$ cat src/rtl/code_lock_ctrl.sv
// Keypad code lock: collects CODE_LEN digits on enter presses, checks them against CODE,
// then dwells in OPEN / FAIL / LOCKOUT for a fixed cycle count. All outputs are registered.
module code_lock_ctrl #(
  parameter int                    CODE_LEN       = 4,
  parameter logic [4*CODE_LEN-1:0] CODE           = 16'h1234,
  parameter int                    MAX_TRIES      = 3,
  parameter int                    OPEN_CYCLES    = 50_000_000,
  parameter int                    FAIL_CYCLES    = 25_000_000,
  parameter int                    LOCKOUT_CYCLES = 500_000_000
) (
  input  logic       clk,
  input  logic       rst_n,
  input  logic [3:0] digit,
  input  logic       enter,
  input  logic       clear,
  output logic       unlocked,
  output logic       error,
  output logic       alarm,
  output logic [3:0] entry_count,
  output logic [3:0] disp_num
);

  localparam int CW    = 4 * CODE_LEN;
  localparam int MAXOF = (OPEN_CYCLES > FAIL_CYCLES) ? OPEN_CYCLES : FAIL_CYCLES;
  localparam int MAXC  = (MAXOF > LOCKOUT_CYCLES) ? MAXOF : LOCKOUT_CYCLES;
  localparam int TW    = (MAXC > 1) ? $clog2(MAXC) : 1;
  localparam int TRW   = $clog2(MAX_TRIES + 1);

  typedef enum logic [2:0] {
    S_IDLE, S_ENTRY, S_CHECK, S_OPEN, S_FAIL, S_LOCKOUT
  } state_t;

  state_t         state, state_nxt;
  logic [CW-1:0]  code_q, code_nxt, code_shift;
  logic [3:0]     cnt_nxt, disp_nxt;
  logic [TRW-1:0] tries, tries_nxt;
  logic [TW-1:0]  timer, timer_nxt;
  logic           enter_q, press, accept;

  // enter_q powers up high so a button held through reset is not seen as a press
  assign press      = enter & ~enter_q;
  assign accept     = press & (digit <= 4'd9);
  assign code_shift = (code_q << 4) | CW'(digit);

  always_comb begin
    state_nxt = state;
    code_nxt  = code_q;
    cnt_nxt   = entry_count;
    tries_nxt = tries;
    timer_nxt = timer + TW'(1);
    case (state)
      S_IDLE: begin
        cnt_nxt   = 4'd0;
        timer_nxt = '0;
        if (accept) begin
          code_nxt  = code_shift;
          cnt_nxt   = 4'd1;
          state_nxt = (CODE_LEN == 1) ? S_CHECK : S_ENTRY;
        end
      end
      S_ENTRY: begin
        timer_nxt = '0;
        if (clear) begin
          state_nxt = S_IDLE;
          code_nxt  = '0;
          cnt_nxt   = 4'd0;
        end else if (accept) begin
          code_nxt = code_shift;
          cnt_nxt  = entry_count + 4'd1;
          if (cnt_nxt == 4'(CODE_LEN)) state_nxt = S_CHECK;
        end
      end
      S_CHECK: begin
        timer_nxt = '0;
        cnt_nxt   = 4'd0;
        if (code_q == CODE) begin
          state_nxt = S_OPEN;
          tries_nxt = '0;
        end else if (tries == TRW'(MAX_TRIES - 1)) begin
          state_nxt = S_LOCKOUT;
        end else begin
          state_nxt = S_FAIL;
          tries_nxt = tries + TRW'(1);
        end
      end
      S_OPEN: begin
        if (clear || timer == TW'(OPEN_CYCLES - 1)) state_nxt = S_IDLE;
      end
      S_FAIL: begin
        if (timer == TW'(FAIL_CYCLES - 1)) state_nxt = S_IDLE;
      end
      S_LOCKOUT: begin
        if (timer == TW'(LOCKOUT_CYCLES - 1)) begin
          state_nxt = S_IDLE;
          tries_nxt = '0;
        end
      end
      default: state_nxt = S_IDLE;
    endcase

    // Outputs are decoded from the next state so they flip on the same edge as the state
    disp_nxt = 4'h0;
    case (state_nxt)
      S_ENTRY, S_CHECK: disp_nxt = code_nxt[3:0];
      S_OPEN:           disp_nxt = 4'hA;
      S_FAIL:           disp_nxt = 4'hE;
      S_LOCKOUT:        disp_nxt = 4'hF;
      default:          disp_nxt = 4'h0;
    endcase
  end

  always_ff @(posedge clk) begin
    if (!rst_n) begin
      state       <= S_IDLE;
      code_q      <= '0;
      tries       <= '0;
      timer       <= '0;
      enter_q     <= 1'b1;
      unlocked    <= 1'b0;
      error       <= 1'b0;
      alarm       <= 1'b0;
      entry_count <= 4'd0;
      disp_num    <= 4'h0;
    end else begin
      state       <= state_nxt;
      code_q      <= code_nxt;
      tries       <= tries_nxt;
      timer       <= timer_nxt;
      enter_q     <= enter;
      unlocked    <= (state_nxt == S_OPEN);
      error       <= (state_nxt == S_FAIL);
      alarm       <= (state_nxt == S_LOCKOUT);
      entry_count <= cnt_nxt;
      disp_num    <= disp_nxt;
    end
  end

endmodule
$ cat config.mk
export PLATFORM = sky130hd
export DESIGN_NAME = code_lock_ctrl
export DESIGN_NICKNAME = d
export VERILOG_FILES = /design/src/rtl/code_lock_ctrl.sv
export SDC_FILE = /design/constraint.sdc
export NUM_CORES = 1
export LEC_CHECK = 0
export BUFFER_PORTS_ARGS = -buffer_cell sky130_fd_sc_hd__buf_2
export CAP_MARGIN = 20
export CORE_UTILIZATION = 64
export CTS_CLUSTER_SIZE = 12
export DETAILED_ROUTE_END_ITERATION = 10
export GPL_ROUTABILITY_DRIVEN = 0
export PLACE_DENSITY = 0.87
export SLEW_MARGIN = 20
export SYNTH_ARGS = -nofsm -noshare
export SYNTH_HDL_FRONTEND = slang
export SYNTH_SLANG_ARGS = --single-unit
$ cat constraint.sdc
create_clock -name clk -period 6.1 [get_ports clk]
set_input_delay 0.915 -clock clk [delete_from_list [all_inputs] [get_ports clk]]
set_output_delay 0.915 -clock clk [all_outputs]
set_load 0.03 [all_outputs]
==> results.txt, run 1 <==
Detail Placement HPWL = 4080 µm
buffer levels on the longest clock path = 2
status = finished, final reports clean
CP max stage cell = nor4_2
post-CTS sizing = 0
Avg Synthesized Cell Area = 9.13 µm²
Synth top area share = 42.5%
Max rail drop VDD = 0.261 mV
CP arrival = 2.48 ns
syn_nets = 332
cell taking the most area after synthesis = dfxtp_1
RSZ-0062 raised after global routing = false
H-tree levels = 3
Initial Util = 66.6%
area grow syn2layout = 12.0%
Crit path top cell by count = nand4_1
vias per cell = 6.17
Final TNS setup = 0 ns
Crit Path Category = flip-flop to flip-flop
die area = 4840 µm²
initial drt markers = 234
dpl cells = 380
Setup-failing EPs final = 0
FFs w/ async S/R, synth = 0%
fillers = 330
DR DRC count = 0
via count of the routed design = 2444
Worst Path Buf+Inv = 0
Tmin final = 2.28 ns
Util after Layout = 74.6%
Routed WL = 6160 µm
Total GRT Usage = 27.6%
TritonRoute pass-1 iters = 5
Post-DRT Antenna Nets = 0
max-slew violation count = 0
Clock Skews = 0.00512 ns
Critical Path RT = 6.29 ns
CTS tree = yes
Setup crit end kind = flip-flop
crit-path cells = ha_1, nand4_1, nor4_2, nand4_1, xor2_1, nor2_1
Yosys reg bits = 62
fmax = 438 MHz
Sink Count = 62
Final Instance Count excl. Fillers = 396
Syn Inst Count = 320
register area share after synthesis = 42.5%
synthesized area = 2920 µm²
EDFF count, synth = 0
Hold Vio Cnt, Final = 0
Yosys warnings = 0
max-cap violations = 0
layout cell share with drive strength beyond 1 = 15.4%
ranking of synthesized cells by area = dfxtp_1, nor2_1, xor2_1
predominant post-synthesis flop cell = dfxtp_1
largest net degree at the start of global routing = 30
CP peak stage delay = 0.75 ns
CTS Buf Count = 9
root buf cell = clkbuf_8
Antenna Cells = 0
worst-margin pin slew = 1.10 ns
CP Launch Type = flip-flop
Die Height = 69.6 µm
synth cell count leaders = dfxtp_1, nor2_1, xor2_1
Synth cell types = 59
Setup Fix Bufs, Post-CTS = 0
top-count cell post-synth = dfxtp_1
IO Port Bufs = 18
Hold Crit Class = flip-flop to flip-flop
worst rel slew slack = 26.5%
CP delay by family, top = simple AND/OR/NAND/NOR gates
Pleak = 1.16 nW
Horiz. Die Dim = 69.6 µm
final worst-path cycle share = 37.4%
nets@finish = 351
site row count = 24
grt ovf = 0
antenna violations before repair = 0
first-pass GRT wire length = 10500 µm
CTS clk-pin slew, worst paths = 0.07 ns
Core ar. = 4380 µm²
vias in the first global route = 2255
Skew-Pair Late Insertion Delay = 0.35 ns
crit path max fanout = 8
drt wl/cell = 15.6 µm
PwrDens = 277 nW/µm²
I/O pin cnt = 19
hold_buf cts = 0
per-layer routing:
layer	track usage (%)	share of wire, %	vias to the layer above
met5	0	0	-
met4	16.1	2.5	0
met3	6.98	4.6	23
met2	43.0	48	77
met1	34.6	45	1149
li1	-	-	1195
sequential cells by signal (all words and copies together), names as in the netlist:
signal       flops
alarm            1
unlocked         1
enter_q          1
state            3
code_q          16
entry_count      4
error            1
timer           29
tries            2
disp_num         4
layout make-up:
class	count	area, µm²	share of cell area (%)
inverters	8	30.0	0.918
clock buffers	10	138	4.21
multi-input cells	238	1580	48.4
flip-flops and latches	62	1240	37.9
repair buffers	20	105	3.21
clock inverters	6	109	3.33
well taps	52	65.1	1.99
report_power, final:
| group | switching, mW | internal (mW) | total [mW] |
|---|---|---|---|
| clock network | 0.161 | 0.282 | 0.443 |
| logic | 0.0316 | 0.0149 | 0.0465 |
| registers | 0.00584 | 0.411 | 0.417 |
| total | 0.199 | 0.707 | 0.906 |
layout by cell type, fill, tap and decap left out, types with 4 or more instances in the layout:
| cell type | instances |
|---|---|
| nand4_1 | 15 |
| xnor2_1 | 6 |
| nand2_1 | 21 |
| and3_1 | 5 |
| o21ai_0 | 4 |
| nand3_1 | 13 |
| and4_1 | 6 |
| buf_2 | 18 |
| nor2_1 | 55 |
| a21oi_1 | 9 |
| inv_1 | 8 |
| a22oi_1 | 13 |
| xor2_1 | 23 |
| dfxtp_1 | 62 |
| ha_1 | 4 |
| clkbuf_8 | 10 |
cell families (layout without fill, tap and decap cells):
kind of cell / Yosys count / after routing / share of synthesized area [%]
AO/OA/AOI/OAI: 49 / 49 / 12.8
XOR/XNOR: 29 / 29 / 8.69
adder cells (fa/ha/maj): 4 / 4 / 1.71
buffers and inverters: 20 / 44 / 3.30
flip-flops: 62 / 62 / 42.5
multiplexers: 2 / 2 / 0.685
AND/OR/NAND/NOR: 154 / 154 / 30.4
tightest hold or removal path, stage by stage (launching register included):
cell     delay (ns)
dfxtp_1        0.31
nand2_1        0.05
mux2i_1        0.05
final timing paths:
kind            start   endpoint  slack [ns]  cells past startpoint
min          tries[0]   tries[0]        0.46                      2
max reg2reg  timer[0]  timer[28]        3.82                      6
min reg2reg  tries[0]   tries[0]        0.46                      2
max          timer[0]  timer[28]        3.82                      6
through the flow:
stage	hold slack (ns)	setup slack (ns)	cell area [µm²]	power [mW]
finish	0.465	3.82	3270	0.906
global route	0.506	3.60	3270	0.936
CTS	0.469	3.83	3270	0.911
detailed placement	0.454	3.79	3030	0.471
global placement	0.444	3.82	3030	0.470
floorplan	0.426	3.97	2920	0.460
No activity file was read; power rests on OpenSTA's default activity.
==> inputs of run 2 (changes only) <==
Settings changed: CORE_UTILIZATION 64 to 60, PLACE_DENSITY 0.87 to 0.82.
Clock period 6.1 ns to 2.36 ns, I/O delays scaled along.
==> run 2 against run 1 <==
  * Worst setup slack got worse by 3.5 ns
  * Global-route usage down 0.73 points
  * Die area grew 6.5%
  * Sequential power increased to 2.6 times the previous value
  * Routed wire length is 0.42% higher
  * Clock skew grew 0.0020 ns
  * First-iteration DRC count increased by 22%
  * Critical path depth unchanged
  * Largest cell class unchanged
==> results.txt, run 2 (synthesis results as in run 1) <==
status = finished, final reports clean
initial drt markers = 286
TritonRoute pass-1 iters = 6
Final Instance Count excl. Fillers = 402
site row count = 25
PwrDens = 626 nW/µm²
Routed WL = 6190 µm
Setup-failing EPs final = 0
CP arrival = 2.26 ns
Final Instance Area = 3230 µm²
CTS Buf Count = 9
DR DRC count = 0
Largest Register = timer
Clock Skews = 0.00710 ns
vias in the first global route = 2309
antenna violations before repair = 0
IO Port Bufs = 18
Hold Crit Class = input port to flip-flop
CTS tree = yes
hold slack = 0.216 ns
hold_buf cts = 0
Util after Layout = 68.9%
crit path max fanout = 6
Horiz. Die Dim = 71.8 µm
drt wl/cell = 15.4 µm
Post-DRT Antenna Nets = 0
Crit Path Category = flip-flop to flip-flop
FF-to-FF path depth = 6
Detail Placement HPWL = 4160 µm
Die Height = 71.8 µm
largest net degree at the start of global routing = 30
Critical Path RT = 2.56 ns
Setup Fix Bufs, Post-CTS = 0
Pleak = 1.14 nW
area grow syn2layout = 10.7%
most frequent cells in the layout = dfxtp_1, nor2_1, xor2_1
max-slew violation count = 0
Max rail drop VDD = 0.374 mV
die area = 5150 µm²
total power = 2.02 mW
final worst-path cycle share = 87.4%
first-pass GRT wire length = 10700 µm
fmax = 485 MHz
I/O pin cnt = 19
Sink Count = 62
Setup WS post-layout = 0.296 ns
CTS clk-pin slew, worst paths = 0.07 ns
Setup crit end kind = flip-flop
vias per cell = 6.09
dpl cells = 386
Final TNS setup = 0 ns
Core ar. = 4690 µm²
buffer levels on the longest clock path = 2
most common cell after layout, fill and taps aside = dfxtp_1
worst rel slew slack = 51.0%
post-CTS sizing = 0
Hold Path Depth = 2
CP Launch Type = flip-flop
max-cap violations = 0
Hold Vio Cnt, Final = 0
biggest regs = timer x29, code_q x16
Tmin final = 2.06 ns
via count of the routed design = 2447
root buf cell = clkbuf_8
grt ovf = 0
Skew-Pair Late Insertion Delay = 0.35 ns
Largest register FFs = 29
Total GRT Usage = 26.9%
worst-margin pin slew = 0.735 ns
RSZ-0062 raised after global routing = false
layout cell share with drive strength beyond 1 = 16.4%
Initial Util = 62.3%
dpl ws = 0.322 ns
nets@finish = 355
Antenna Cells = 0
placed cell areas = 3060 µm²
H-tree levels = 3
==> run 2: changes by cell type in the layout (fill, tap and decap cells not counted), sizes merged <==
cell and change:
buf +4, bufinv -3, clkinvlp +2, clkbuf -1, clkinv +2
==> run 2: worst max-delay path, cell delays in order (launching register included) <==
cell      delay [ns]
dfxtp_1         0.37
ha_1            0.23
nand4_1         0.22
nor2_1          0.37
a31oi_4         0.19
o31ai_4         0.37
o221ai_1        0.17
==> run 2: layout make-up <==
class | count | area (µm²)
clock inverters | 7 | 51.3
flip-flops and latches | 62 | 1240
clock buffers | 9 | 124
inverters | 8 | 30.0
multi-input cells | 238 | 1580
fillers | 383 | 1460
well taps | 54 | 67.6
repair buffers | 24 | 135
==> run 2: routing by layer <==
layer | GRT usage (%) | wire length (µm) | part of all wire (%) | vias up
met1 | 34.8 | 2830 | 46 | 1174
met4 | 11.8 | 116 | 1.9 | 0
met5 | 0 | 0 | 0 | -
met3 | 7.59 | 269 | 4.3 | 13
li1 | - | - | - | 1198
met2 | 42.0 | 2960 | 48 | 62
==> run 2: worst paths after layout <==
| path | slack, ns | start | end |
|---|---|---|---|
| max | 0.30 | timer[0] | disp_num[3] |
| min reg2reg | 0.47 | tries[1] | tries[1] |
| min | 0.22 | enter | enter_q |
| max reg2reg | 0.30 | timer[0] | disp_num[3] |
==> run 2: power by group <==
group          switching, mW  internal [mW]
Combinational         0.0811         0.0399
Clock                  0.445          0.381
Sequential            0.0158           1.06
Total                  0.542           1.48
==> inputs of run 3 (changes only) <==
--- a/config.mk
+++ b/config.mk
@@ -13,4 +13,5 @@
 export GPL_ROUTABILITY_DRIVEN = 0
 export PLACE_DENSITY = 0.82
+export REMOVE_ABC_BUFFERS = 1
 export SLEW_MARGIN = 20
 export SYNTH_ARGS = -nofsm -noshare
==> constraint.sdc (replaced) <==
create_clock -name clk -period 2.36 [get_ports clk]
set_input_delay 0.236 -clock clk [delete_from_list [all_inputs] [get_ports clk]]
set_output_delay 0.236 -clock clk [all_outputs]
set_load 0.03 [all_outputs]
==> run 3 against run 2 <==
  * Combinational power is essentially flat
  * First-iteration DRC count fell by 34%
  * Non-clock buffer count is the same
  * Cell count unchanged
  * Total power grew 5.6%
  * Sequential power is essentially flat
  * Register-to-register slack got worse by 0.04 ns
==> results.txt, run 3 (synthesis results as in run 1) <==
status = finished, final reports clean
post-CTS sizing = 0
max-cap violations = 0
grt ovf = 0
Crit Path Category = flip-flop to flip-flop
CP arrival = 2.30 ns
CP Launch Type = flip-flop
Setup Fix Bufs, Post-CTS = 0
Hold Vio Cnt, Final = 0
worst-margin pin slew = 0.694 ns
DR DRC count = 0
Die Height = 71.8 µm
H-tree levels = 3
Core ar. = 4690 µm²
RSZ-0062 raised after global routing = false
TritonRoute pass-1 iters = 4
vias per cell = 6.11
Routed WL = 6170 µm
max-slew violation count = 0
Final TNS setup = 0 ns
IO Port Bufs = 18
Pleak = 1.15 nW
Setup-failing EPs final = 0
crit path max fanout = 6
site row count = 25
Antenna Cells = 0
Hold Crit Class = input port to flip-flop
Largest register FFs = 29
CTS clk-pin slew, worst paths = 0.07 ns
dpl cells = 386
first-pass GRT wire length = 10600 µm
Detail Placement HPWL = 4130 µm
Horiz. Die Dim = 71.8 µm
Max rail drop VDD = 0.353 mV
Post-DRT Antenna Nets = 0
most frequent cells in the layout = dfxtp_1, nor2_1, xor2_1
CTS tree = yes
most common cell after layout, fill and taps aside = dfxtp_1
Skew-Pair Late Insertion Delay = 0.34 ns
biggest regs = timer x29, code_q x16
Critical Path RT = 2.55 ns
Initial Util = 62.3%
Setup WS post-layout = 0.253 ns
worst rel slew slack = 53.7%
Sink Count = 62
buffer levels on the longest clock path = 2
fillers = 382
initial drt markers = 189
via count of the routed design = 2457
Final Instance Count excl. Fillers = 402
root buf cell = clkbuf_8
Largest Register = timer
Clock Skews = 0.00756 ns
PwrDens = 656 nW/µm²
die area = 5150 µm²
drt wl/cell = 15.3 µm
Tmin final = 2.11 ns
hold_buf cts = 0
vias in the first global route = 2305
nets@finish = 355
layout cell share with drive strength beyond 1 = 16.1%
final worst-path cycle share = 89.3%
CTS Buf Count = 9
Setup crit end kind = flip-flop
I/O pin cnt = 19
area grow syn2layout = 11.5%
Total GRT Usage = 26.7%
antenna violations before repair = 0
largest net degree at the start of global routing = 30
dpl ws = 0.248 ns
fmax = 475 MHz
==> run 3: power breakdown <==
group | switching (mW) | internal (mW)
sequential | 0.0157 | 1.06
clock | 0.424 | 0.516
combinational | 0.0802 | 0.0400
total | 0.520 | 1.62
==> run 3: metrics by stage <==
step,hold WS (ns),power [mW],cell area [µm²],util [%]
after floorplan,0.309,1.18,2860,-
after global placement,0.441,1.22,3060,65.2
after detailed placement,0.456,1.22,3060,65.2
after CTS,0.0920,2.16,3260,69.4
after global routing,0.0855,2.22,3260,69.4
final,0.104,2.14,3260,69.4
==> run 3: area by class of cell <==
class                   count  area [µm²]  share of cell area (%)
inverters                   8        30.0                   0.922
clock buffers              11         141                    4.34
clock inverters             5        58.8                    1.80
multi-input cells         238        1580                    48.6
flip-flops and latches     62        1240                    38.1
repair buffers             24         135                    4.15
well taps                  54        67.6                    2.07
==> run 3: critical path, cell delays in order (launching register included) <==
cell and delay (ns):
dfxtp_1 0.37, or4b_4 0.56, nor4_4 0.25, o22ai_1 0.22
o31ai_4 0.36, o221ai_1 0.19
==> run 3: final timing paths <==
| check | from | to | slack [ns] | cells after the start |
|---|---|---|---|---|
| setup / recovery | timer[15] | disp_num[3] | 0.25 | 5 |
| setup reg to reg | timer[15] | disp_num[3] | 0.25 | 5 |
| hold reg to reg | tries[1] | tries[1] | 0.46 | 2 |
| hold / removal | enter | enter_q | 0.10 | 2 |
==> run 3: per-layer routing <==
layer  track usage, %  vias to the layer above  wire length, µm
met1             32.1                     1176             2820
met5                0                        -                0
met3             9.00                        9              278
li1                 -                     1201                -
met4             10.2                        0               94
met2             44.2                       71             2970
